--- src/rtl/filter_load_ctrl_pkg.sv ---
// Shared definitions for the filter load sequencer. The PE configuration and the
// filter scratchpad reuse these defaults.
package filter_load_ctrl_pkg;

  localparam int FLC_DATA_W     = 16;
  localparam int FLC_SPAD_DEPTH = 24;
  localparam int FLC_ADDR_W     = 5;

  typedef enum logic [1:0] {
    FLC_IDLE   = 2'd0,
    FLC_LOAD   = 2'd1,
    FLC_LOADED = 2'd2
  } flc_state_e;

  // A filter length is usable only if it is non-empty and fits in the scratchpad.
  function automatic logic flc_len_legal(input int unsigned len, input int unsigned depth);
    return (len != 0) && (len <= depth);
  endfunction

endpackage

--- src/rtl/filter_load_ctrl_if.sv ---
// Control, input-stream and scratchpad-write signals of the filter load sequencer.
// `release` is a reserved word, so the consumer release strobe is release_in.
interface filter_load_ctrl_if
  import filter_load_ctrl_pkg::*;
#(
  parameter int DATA_W = FLC_DATA_W,
  parameter int ADDR_W = FLC_ADDR_W
);

  logic              start;
  logic [ADDR_W-1:0] filter_len;
  logic              in_valid;
  logic [DATA_W-1:0] in_data;
  logic              in_ready;
  logic              spad_wen;
  logic [ADDR_W-1:0] spad_waddr;
  logic [DATA_W-1:0] spad_wdata;
  logic              release_in;
  logic              busy;
  logic              filter_ready;
  logic [ADDR_W-1:0] loaded_cnt;
  logic              err_len;

  modport master (
    output start, filter_len, in_valid, in_data, release_in,
    input  in_ready, spad_wen, spad_waddr, spad_wdata,
    input  busy, filter_ready, loaded_cnt, err_len
  );

  modport slave (
    input  start, filter_len, in_valid, in_data, release_in,
    output in_ready, spad_wen, spad_waddr, spad_wdata,
    output busy, filter_ready, loaded_cnt, err_len
  );

endinterface

--- src/rtl/filter_load_ctrl_addr_counter.sv ---
// Clear/enable write-address counter with a terminal-count flag at last_idx.
// wr_ptr saturates at last_idx; loaded_cnt counts every accepted word.
module filter_addr_counter
  import filter_load_ctrl_pkg::*;
#(
  parameter int ADDR_W = FLC_ADDR_W
) (
  input  logic              clk,
  input  logic              rst,
  input  logic              clr,
  input  logic              en,
  input  logic [ADDR_W-1:0] last_idx,
  output logic [ADDR_W-1:0] wr_ptr,
  output logic [ADDR_W-1:0] loaded_cnt,
  output logic              tc
);

  logic [ADDR_W-1:0] wr_ptr_q, wr_ptr_d;
  logic [ADDR_W-1:0] cnt_q, cnt_d;

  always_ff @(posedge clk or posedge rst) begin
    if (rst) begin
      wr_ptr_q <= '0;
      cnt_q    <= '0;
    end else begin
      wr_ptr_q <= wr_ptr_d;
      cnt_q    <= cnt_d;
    end
  end

  always_comb begin
    tc       = (wr_ptr_q == last_idx);
    wr_ptr_d = wr_ptr_q;
    cnt_d    = cnt_q;
    if (clr) begin
      wr_ptr_d = '0;
      cnt_d    = '0;
    end else if (en) begin
      cnt_d = cnt_q + ADDR_W'(1);
      // The final write leaves the pointer on the last address instead of wrapping.
      if (!tc) begin
        wr_ptr_d = wr_ptr_q + ADDR_W'(1);
      end
    end
  end

  assign wr_ptr     = wr_ptr_q;
  assign loaded_cnt = cnt_q;

endmodule

--- src/rtl/filter_load_ctrl.sv ---
// Length-aware filter load sequencer: streams filter words into the scratchpad
// write port, then holds the loaded filter until the consumer releases it.
module filter_load_ctrl
  import filter_load_ctrl_pkg::*;
#(
  parameter int DATA_W     = FLC_DATA_W,
  parameter int SPAD_DEPTH = FLC_SPAD_DEPTH,
  parameter int ADDR_W     = FLC_ADDR_W
) (
  input logic              clk,
  input logic              rst,
  filter_load_ctrl_if.slave bus
);

  flc_state_e        state_q, state_d;
  logic [ADDR_W-1:0] len_q, len_d;
  logic              err_q, err_d;

  logic              len_ok;
  logic              hs;
  logic              cnt_clr;
  logic              cnt_tc;
  logic [ADDR_W-1:0] wr_ptr;
  logic [ADDR_W-1:0] cnt_val;
  logic [ADDR_W-1:0] last_idx;

  assign len_ok   = flc_len_legal(32'(bus.filter_len), SPAD_DEPTH);
  assign hs       = bus.in_valid && (state_q == FLC_LOAD);
  assign last_idx = len_q - ADDR_W'(1);

  filter_addr_counter #(
    .ADDR_W (ADDR_W)
  ) u_addr_counter (
    .clk        (clk),
    .rst        (rst),
    .clr        (cnt_clr),
    .en         (hs),
    .last_idx   (last_idx),
    .wr_ptr     (wr_ptr),
    .loaded_cnt (cnt_val),
    .tc         (cnt_tc)
  );

  always_ff @(posedge clk or posedge rst) begin
    if (rst) begin
      state_q <= FLC_IDLE;
      len_q   <= '0;
      err_q   <= 1'b0;
    end else begin
      state_q <= state_d;
      len_q   <= len_d;
      err_q   <= err_d;
    end
  end

  always_comb begin
    state_d = state_q;
    len_d   = len_q;
    err_d   = 1'b0;
    cnt_clr = 1'b0;
    unique case (state_q)
      FLC_IDLE: begin
        if (bus.start) begin
          if (len_ok) begin
            len_d   = bus.filter_len;
            cnt_clr = 1'b1;
            state_d = FLC_LOAD;
          end else begin
            err_d = 1'b1;
          end
        end
      end
      FLC_LOAD: begin
        if (hs && cnt_tc) begin
          state_d = FLC_LOADED;
        end
      end
      FLC_LOADED: begin
        // A start is only honoured together with release, giving back-to-back loads.
        if (bus.release_in) begin
          if (bus.start && len_ok) begin
            len_d   = bus.filter_len;
            cnt_clr = 1'b1;
            state_d = FLC_LOAD;
          end else begin
            err_d   = bus.start;
            state_d = FLC_IDLE;
          end
        end
      end
      default: begin
        state_d = FLC_IDLE;
      end
    endcase
  end

  always_comb begin
    bus.in_ready     = (state_q == FLC_LOAD);
    bus.busy         = (state_q == FLC_LOAD);
    bus.filter_ready = (state_q == FLC_LOADED);
    bus.spad_wen     = hs;
    bus.spad_waddr   = {ADDR_W{1'b0}};
    bus.spad_wdata   = {DATA_W{1'b0}};
    if (state_q == FLC_LOAD) begin
      bus.spad_waddr = wr_ptr;
      bus.spad_wdata = bus.in_data;
    end
    bus.loaded_cnt = cnt_val;
    bus.err_len    = err_q;
  end

endmodule
--- src/flat_wrapper.sv ---
// flat-port wrapper written by rule: the top's interface ports become plain ports
module filter_load_ctrl_flat import filter_load_ctrl_pkg::*;
#(
  parameter int DATA_W     = FLC_DATA_W,
  parameter int SPAD_DEPTH = FLC_SPAD_DEPTH,
  parameter int ADDR_W     = FLC_ADDR_W
)
  (clk, rst, bus_start, bus_filter_len, bus_in_valid, bus_in_data, bus_release_in, bus_in_ready, bus_spad_wen, bus_spad_waddr, bus_spad_wdata, bus_busy, bus_filter_ready, bus_loaded_cnt, bus_err_len);
  filter_load_ctrl_if #(.DATA_W(DATA_W), .ADDR_W(ADDR_W)) bus_i ();
  input logic clk;
  input logic rst;
  input wire logic [$bits(bus_i.start)-1:0] bus_start;
  input wire logic [$bits(bus_i.filter_len)-1:0] bus_filter_len;
  input wire logic [$bits(bus_i.in_valid)-1:0] bus_in_valid;
  input wire logic [$bits(bus_i.in_data)-1:0] bus_in_data;
  input wire logic [$bits(bus_i.release_in)-1:0] bus_release_in;
  output wire logic [$bits(bus_i.in_ready)-1:0] bus_in_ready;
  output wire logic [$bits(bus_i.spad_wen)-1:0] bus_spad_wen;
  output wire logic [$bits(bus_i.spad_waddr)-1:0] bus_spad_waddr;
  output wire logic [$bits(bus_i.spad_wdata)-1:0] bus_spad_wdata;
  output wire logic [$bits(bus_i.busy)-1:0] bus_busy;
  output wire logic [$bits(bus_i.filter_ready)-1:0] bus_filter_ready;
  output wire logic [$bits(bus_i.loaded_cnt)-1:0] bus_loaded_cnt;
  output wire logic [$bits(bus_i.err_len)-1:0] bus_err_len;
  assign bus_i.start = bus_start;
  assign bus_i.filter_len = bus_filter_len;
  assign bus_i.in_valid = bus_in_valid;
  assign bus_i.in_data = bus_in_data;
  assign bus_i.release_in = bus_release_in;
  assign bus_in_ready = bus_i.in_ready;
  assign bus_spad_wen = bus_i.spad_wen;
  assign bus_spad_waddr = bus_i.spad_waddr;
  assign bus_spad_wdata = bus_i.spad_wdata;
  assign bus_busy = bus_i.busy;
  assign bus_filter_ready = bus_i.filter_ready;
  assign bus_loaded_cnt = bus_i.loaded_cnt;
  assign bus_err_len = bus_i.err_len;
  filter_load_ctrl #(.DATA_W(DATA_W), .SPAD_DEPTH(SPAD_DEPTH), .ADDR_W(ADDR_W)) u_core (.clk(clk), .rst(rst), .bus(bus_i));
endmodule
--- config.mk ---
export PLATFORM = sky130hd
export DESIGN_NAME = filter_load_ctrl_flat
export DESIGN_NICKNAME = d
export VERILOG_FILES = /design/src/rtl/filter_load_ctrl_pkg.sv /design/src/rtl/filter_load_ctrl_if.sv /design/src/rtl/filter_load_ctrl_addr_counter.sv /design/src/rtl/filter_load_ctrl.sv /design/src/flat_wrapper.sv
export SDC_FILE = /design/constraint.sdc
export NUM_CORES = 1
export LEC_CHECK = 0
export ABC_AREA = 1
export ABC_CLOCK_PERIOD_IN_PS = 2500
export BUFFER_PORTS_ARGS = -buffer_cell sky130_fd_sc_hd__clkbuf_2
export CAP_MARGIN = 20
export CORE_MARGIN = 2
export CORE_UTILIZATION = 40
export CTS_BUF_LIST = sky130_fd_sc_hd__clkbuf_16
export DETAILED_ROUTE_END_ITERATION = 8
export PLACE_DENSITY = 0.75
export SETUP_SLACK_MARGIN = 0.02
export SLEW_MARGIN = 20
export SYNTH_ARGS = -nofsm -noshare
export SYNTH_HDL_FRONTEND = slang
export SYNTH_HIERARCHICAL = 1
export SYNTH_SLANG_ARGS = --single-unit
--- constraint.sdc ---
create_clock -name clk -period 2.5 [get_ports clk]
set_clock_uncertainty 0.2 [all_clocks]
set_input_delay 0.375 -clock clk [delete_from_list [all_inputs] [get_ports clk]]
set_output_delay 0.375 -clock clk [all_outputs]
set_load 0.01 [all_outputs]
# Word level (Yosys, flattened, before mapping)
# Index checks and enable logic that the tools add are counted.
[op_classes]
addsub = 3
mul = 0
n_div = 0
order_cmp = 1
n_eq_ne = 9
shifts = 0
mux = 28
bitwise = 0
reduce_logical = 11
[ops]
columns = ["operator", "n"]
rows = [
  ["$mux 5", 10],
  ["$mux 16", 1],
  ["$add 5x1->5 const B", 2],
  ["$pmux 5 s2", 1],
  ["$mux 1", 9],
  ["$mux 2", 4],
  ["$ne 2x1->1 const B", 4],
  ["$pmux 2 s3", 1],
  ["$eq 5x5->1", 1],
  ["$le 5x5->1 const B", 1],
  ["$reduce_and 5->1", 1],
  ["$reduce_bool 5->1", 1],
  ["$sub 5x1->5 const B", 1],
  ["$logic_and 1x1->1", 4],
  ["$ne 2x2->1 const B", 2],
  ["$pmux 1 s2", 2],
  ["$reduce_and 4->1", 1],
  ["$reduce_bool 2->1", 2],
  ["$eq 2x1->1 const B", 1],
  ["$eq 2x2->1 const B", 1],
  ["$logic_not 2->1", 1],
  ["$reduce_and 2->1", 1],
]
[totals]
reg_bits = 18
latchBits = 0
mem_bits_rw = 0
rom_bits = 0
inputBits = 26
memories = 0

# Logic depth before layout (Yosys ltp)
[logic_depth]
depth_word = 8
depth_mapped = 12

# Hierarchy
# Netlist, hierarchy kept.
[modules_own_cells]
columns = ["mod", "n_inst", "cells_each", "area_per_inst_um2"]
rows = [
  ["filter_load_ctrl", 1, 108, 679.4],
  ["filter_addr_counter", 1, 88, 646.9],
]

# Worst setup path after synthesis
# OpenSTA, ideal clock, no wires.
[synth_timing]
kind = "register to register"
startpoint = "register u_core.len_q[2]"
endpoint = "register u_core.state_q[0]"
arrival_ns = 1.425
t_required_ns = 2.183
path_slack_ns = 0.757
path_stages_with_launch = 12
path_buffers = 0
synth_period_minus_slack_ns = 1.743
cell_sequence = "dfrtp_1 -> nor3_1 -> xor2_1 -> inv_1 -> nand2_1 -> nand2_1 -> nor2_2 -> nand3_4 -> inv_1 -> nand2_2 -> nand2_1 -> nand2_1"
[synth_via]
elab_chain_len = 5
[synth_lines]
columns = ["item", "line_no", "text"]
rows = [
  ["start, declared", "filter_load_ctrl.sv:16", "logic [ADDR_W-1:0] len_q, len_d;"],
  ["start signal, assigned", "filter_load_ctrl.sv:51", "len_q <= len_d;"],
  ["$sub 5x1->5", "filter_load_ctrl.sv:29", "assign last_idx = len_q - ADDR_W'(1);"],
  ["net u_core.last_idx[3]", "filter_load_ctrl.sv:25", "logic [ADDR_W-1:0] last_idx;"],
  ["$eq 5x5->1", "filter_load_ctrl_addr_counter.sv:32", "tc = (wr_ptr_q == last_idx);"],
  ["net u_core.cnt_tc", "filter_load_ctrl.sv:22", "logic cnt_tc;"],
  ["$logic_and 1x1->1", "filter_load_ctrl.sv:74", "if (hs && cnt_tc) begin"],
  ["$ne 2x1->1 (no source line)", "n/a", ""],
  ["$reduce_and 4->1 (no source line)", "n/a", ""],
  ["end signal, assigned", "filter_load_ctrl.sv:50", "state_q <= state_d;"],
  ["end, declared", "filter_load_ctrl.sv:15", "flc_state_e state_q, state_d;"],
]
# The timed path passes the listed nets, and every way through them passes these cells.
# A chain may end at the register's enable or synchronous reset.

# Worst setup path after layout
[layout_timing]
startpoint = "register u_core.state_q[1]"
endpoint = "output port bus_spad_wen"
[layout_via]
elab_chain_len = 2
[layout_lines]
columns = ["item", "line_no", "text"]
rows = [
  ["$eq 2x1->1", "filter_load_ctrl.sv:28", "assign hs = bus.in_valid && (state_q == FLC_LOAD);"],
  ["$logic_and 1x1->1", "filter_load_ctrl.sv:28", ""],
  ["end, declared", "flat_wrapper.sv:18", "output wire logic [$bits(bus_i.spad_wen)-1:0] bus_spad_wen;"],
]
# No other way between the ends.

==> flow_metrics.env <==
export IMPL_status="finished, final reports clean"
export IMPL_p_seq_share_pct=28.9
export IMPL_irDropWorstVdd_uv=465
export IMPL_cts_htree_levels=1
export IMPL_syn_area_um2=1330
export IMPL_ff2ff_setup_slack_ns=0.57
export IMPL_synth_compound_area_share_pct=4.43
export IMPL_fmax_ghz=0.478
export IMPL_rows=20
export IMPL_slew_headroom_pct=74.6
export IMPL_hold_buffers=1
export IMPL_areaGrowthSynthToFinish_pct=27.8
export IMPL_root_buffer="clkbuf_16"
export IMPL_path_buf_inv=2
export IMPL_cts_num_sinks=18
export IMPL_worstReg2RegEnd="u_core/u_addr_counter/loaded_cnt[3]"
export IMPL_route_detailed_drc=0
export IMPL_synth_xor_area_share_pct=3.30
export IMPL_crit_top_cell="nor2_4"
export IMPL_wire_per_inst_um=8.91
export IMPL_path_class="reg2out"
export IMPL_synth_cells=196
export IMPL_synth_area_top_cells="dfrtp_1, inv_1, nand2_1"
export IMPL_fin_crit_sh_pct=83.7
export IMPL_drt_iter0_drc=40
export IMPL_finalHoldViolations=0
export IMPL_grt_pass1_wl_um=4460
export IMPL_die_x_um=61.6
export IMPL_start_util_pct=42.7
export IMPL_end_kind="primary output"
export IMPL_setup_tns_ns=0
export IMPL_avgSynthCellArea_um2=6.77
export IMPL_cp_arrival_ns=1.52
export IMPL_cts_tree="done"
export IMPL_ys_seq_area_share_pct=34.0
export IMPL_cp_max_fo=22
export IMPL_pre_cts_ws_ns=0.556
export IMPL_yosys_mux_area_fraction_pct=0
export IMPL_clkPwrFrac_pct=17.3
export IMPL_final_area_um2=1700
export IMPL_die_area_um2=3790
export IMPL_synth_largest_area_cell="dfrtp_1"
export IMPL_placed_cell_area_um2=1610
export IMPL_max_cap_violations=0
export IMPL_setup_viol=0
export IMPL_portBuffers=56
export IMPL_synth_most_common_cell="inv_1"
export IMPL_min_from="bus_filter_len[2]"
export IMPL_seqCellArea_um2=450
export IMPL_p_int_mw=0.997
export IMPL_power_density_nw_per_um2=1080
export IMPL_p_leak_nw=1.05
export IMPL_yosysWarningCount=6
export IMPL_ant_nets=0
export IMPL_async_reset_ff_share_pct=100
export IMPL_yosys_most_used_dff="dfrtp_1"
export IMPL_ys_types=25
export IMPL_dp_hpwl_um=2110
export IMPL_synth_edf_count=0
export IMPL_cp_required_ns=1.92
export IMPL_nFillCells=327
export IMPL_cts_resized_gates=0
export IMPL_netlist_area_leader_share_pct=34.0
export IMPL_whs_path_depth=3
export IMPL_ys_seq_elements=18
export IMPL_rsz0062_at_grt="false"
export IMPL_synth_simple_area_share_pct=37.2
export IMPL_drive_above_1_share_pct=29.0
export IMPL_clkLatencyLatePin_ns=0.25
export IMPL_synthAdderAreaFrac_pct=2.83
export IMPL_dpl_cell_count=291
export IMPL_path_cells="nor2_4 > inv_2 > nor2_4 > clkbuf_2"
export IMPL_r2r_start="u_core/state_q[1]"
export IMPL_cts_max_path_buffers=2
export IMPL_post_cts_buffers=0
export IMPL_pwr_share_comb_pct=53.8
export IMPL_grt_usage_pct=15.6
export IMPL_wirelength_um=2640
export IMPL_core_um2=3100
export IMPL_fin_crit_ns=2.09
export IMPL_max_stage_delay_ns=0.43
export IMPL_num_nets_final=282
export IMPL_synth_top_family_by_area="simple AND/OR/NAND/NOR gates"
export IMPL_viasPerCell=4.34
export IMPL_sw_frac_of_total_pct=45.3
export IMPL_synth_fp_nets=225
export IMPL_p_sw_mw=0.827
export IMPL_grt_pass1_vias=1113
export IMPL_path_delay_family="simple AND/OR/NAND/NOR gates"
export IMPL_ff2ff_path_depth=7
export IMPL_clk_pin_slew_ns=0.05
export IMPL_cts_made_buffers=3
export IMPL_ioPinCount=57
export IMPL_diodes=0
export IMPL_place_gp_congestion=0.825
export IMPL_dr_pass1_iters=4
export IMPL_vias=1286
export IMPL_finalPower_mw=1.82
export IMPL_layout_cells_non_filler=296
export IMPL_antenna_found_initial=0
export IMPL_cp_slowest_cell="dfrtp_1"
export IMPL_min_path_type="in2reg"
export IMPL_synthTopCellsByCount="inv_1, nand2_1, nor2_1"
export IMPL_tightestPinTransition_ns=0.380
export IMPL_startpoint_type="flip-flop"
export IMPL_multi_input_area_um2=633
export IMPL_min_to="u_core/len_q[2]"
export IMPL_overflow=0
export IMPL_grt_max_degree=23
export IMPL_die_h_um=61.6
export IMPL_worst_slack_ns=0.407
export IMPL_final_max_slew_viol_count=0
==> placed cells by master (no fill, tap or decap), types with 2 or more instances in the layout <==
master,instances
clkbuf_2,56
inv_1,47
nand2_1,38
nor2_1,35
dfrtp_1,18
nand3_1,17
clkbuf_16,3
nand2_2,3
nand2_4,3
xor2_1,3
ha_1,3
o21ai_0,3
a21oi_1,3
nand4_1,3
clkinv_1,2
inv_2,2
nor2_4,2
nor2_2,2
xnor2_1,2
nor3_1,2
==> worst max-delay path by stage <==
stage | startpoint | endpoint | depth (start not counted)
after CTS | u_core/state_q[1] | bus_spad_wen | 4
after floorplan | u_core/len_q[2] | u_core/state_q[0] | 11
after global placement | u_core/state_q[1] | u_core/u_addr_counter/loaded_cnt[3] | 7
after detailed placement | u_core/state_q[1] | u_core/u_addr_counter/loaded_cnt[3] | 7
final | u_core/state_q[1] | bus_spad_wen | 4
after global routing | u_core/state_q[1] | bus_spad_wen | 4
==> worst min-delay path, cell delays in order <==
cell and delay (ns):
clkbuf_2 0.09, nand3_1 0.07, nand2_1 0.05
==> logic make-up after synthesis <==
family                     count (synthesis)
adders and majority gates                  3
xor gates and xnor gates                   5
AOI/OAI and AO/OA                          9
and+or+nand+nor                          106
buffers and inverters                     55
DFF                                       18
==> layer usage <==
layer	GRT usage, %	wire length (um)	vias to the layer above
li1	-	-	689
met1	18.8	1230	558
met2	28.0	1220	37
met3	3.15	172	2
met4	4.56	13	0
met5	0	0	-
==> metrics by stage <==
| step | hold slack (ns) | utilization, % |
|---|---|---|
| after floorplan | -0.00934 | - |
| after global placement | 0.127 | 51.8 |
| after detailed placement | 0.126 | 51.8 |
| after CTS | 0.177 | 54.6 |
| after global routing | 0.205 | 54.6 |
| final | 0.180 | 54.6 |
==> flip-flops by register name (all words and copies together) (netlist names) <==
| signal | cells |
|---|---|
| u_core/bus.err_len | 1 |
| u_core/len_q | 5 |
| u_core/state_q | 2 |
| u_core/u_addr_counter/loaded_cnt | 5 |
| u_core/u_addr_counter/wr_ptr | 5 |
==> cell type report <==
class	instances	share of cell area, %
clock buffers	3	4.43
clock inverters	1	0.221
inverters	50	11.1
multi-input cells	123	37.3
flip-flops and latches	18	26.6
well taps	44	3.25
repair buffers	57	17.1
==> power groups by stage <==
stage / Combinational (mW) / Clock [mW] / Sequential, mW
after floorplan: 0.769 / 0 / 0.519
after global placement: 0.974 / 0 / 0.530
after detailed placement: 0.990 / 0 / 0.532
after CTS: 0.996 / 0.327 / 0.529
after global routing: 1.14 / 0.339 / 0.549
final: 0.980 / 0.315 / 0.528
Power figures use the tool's default switching activity.
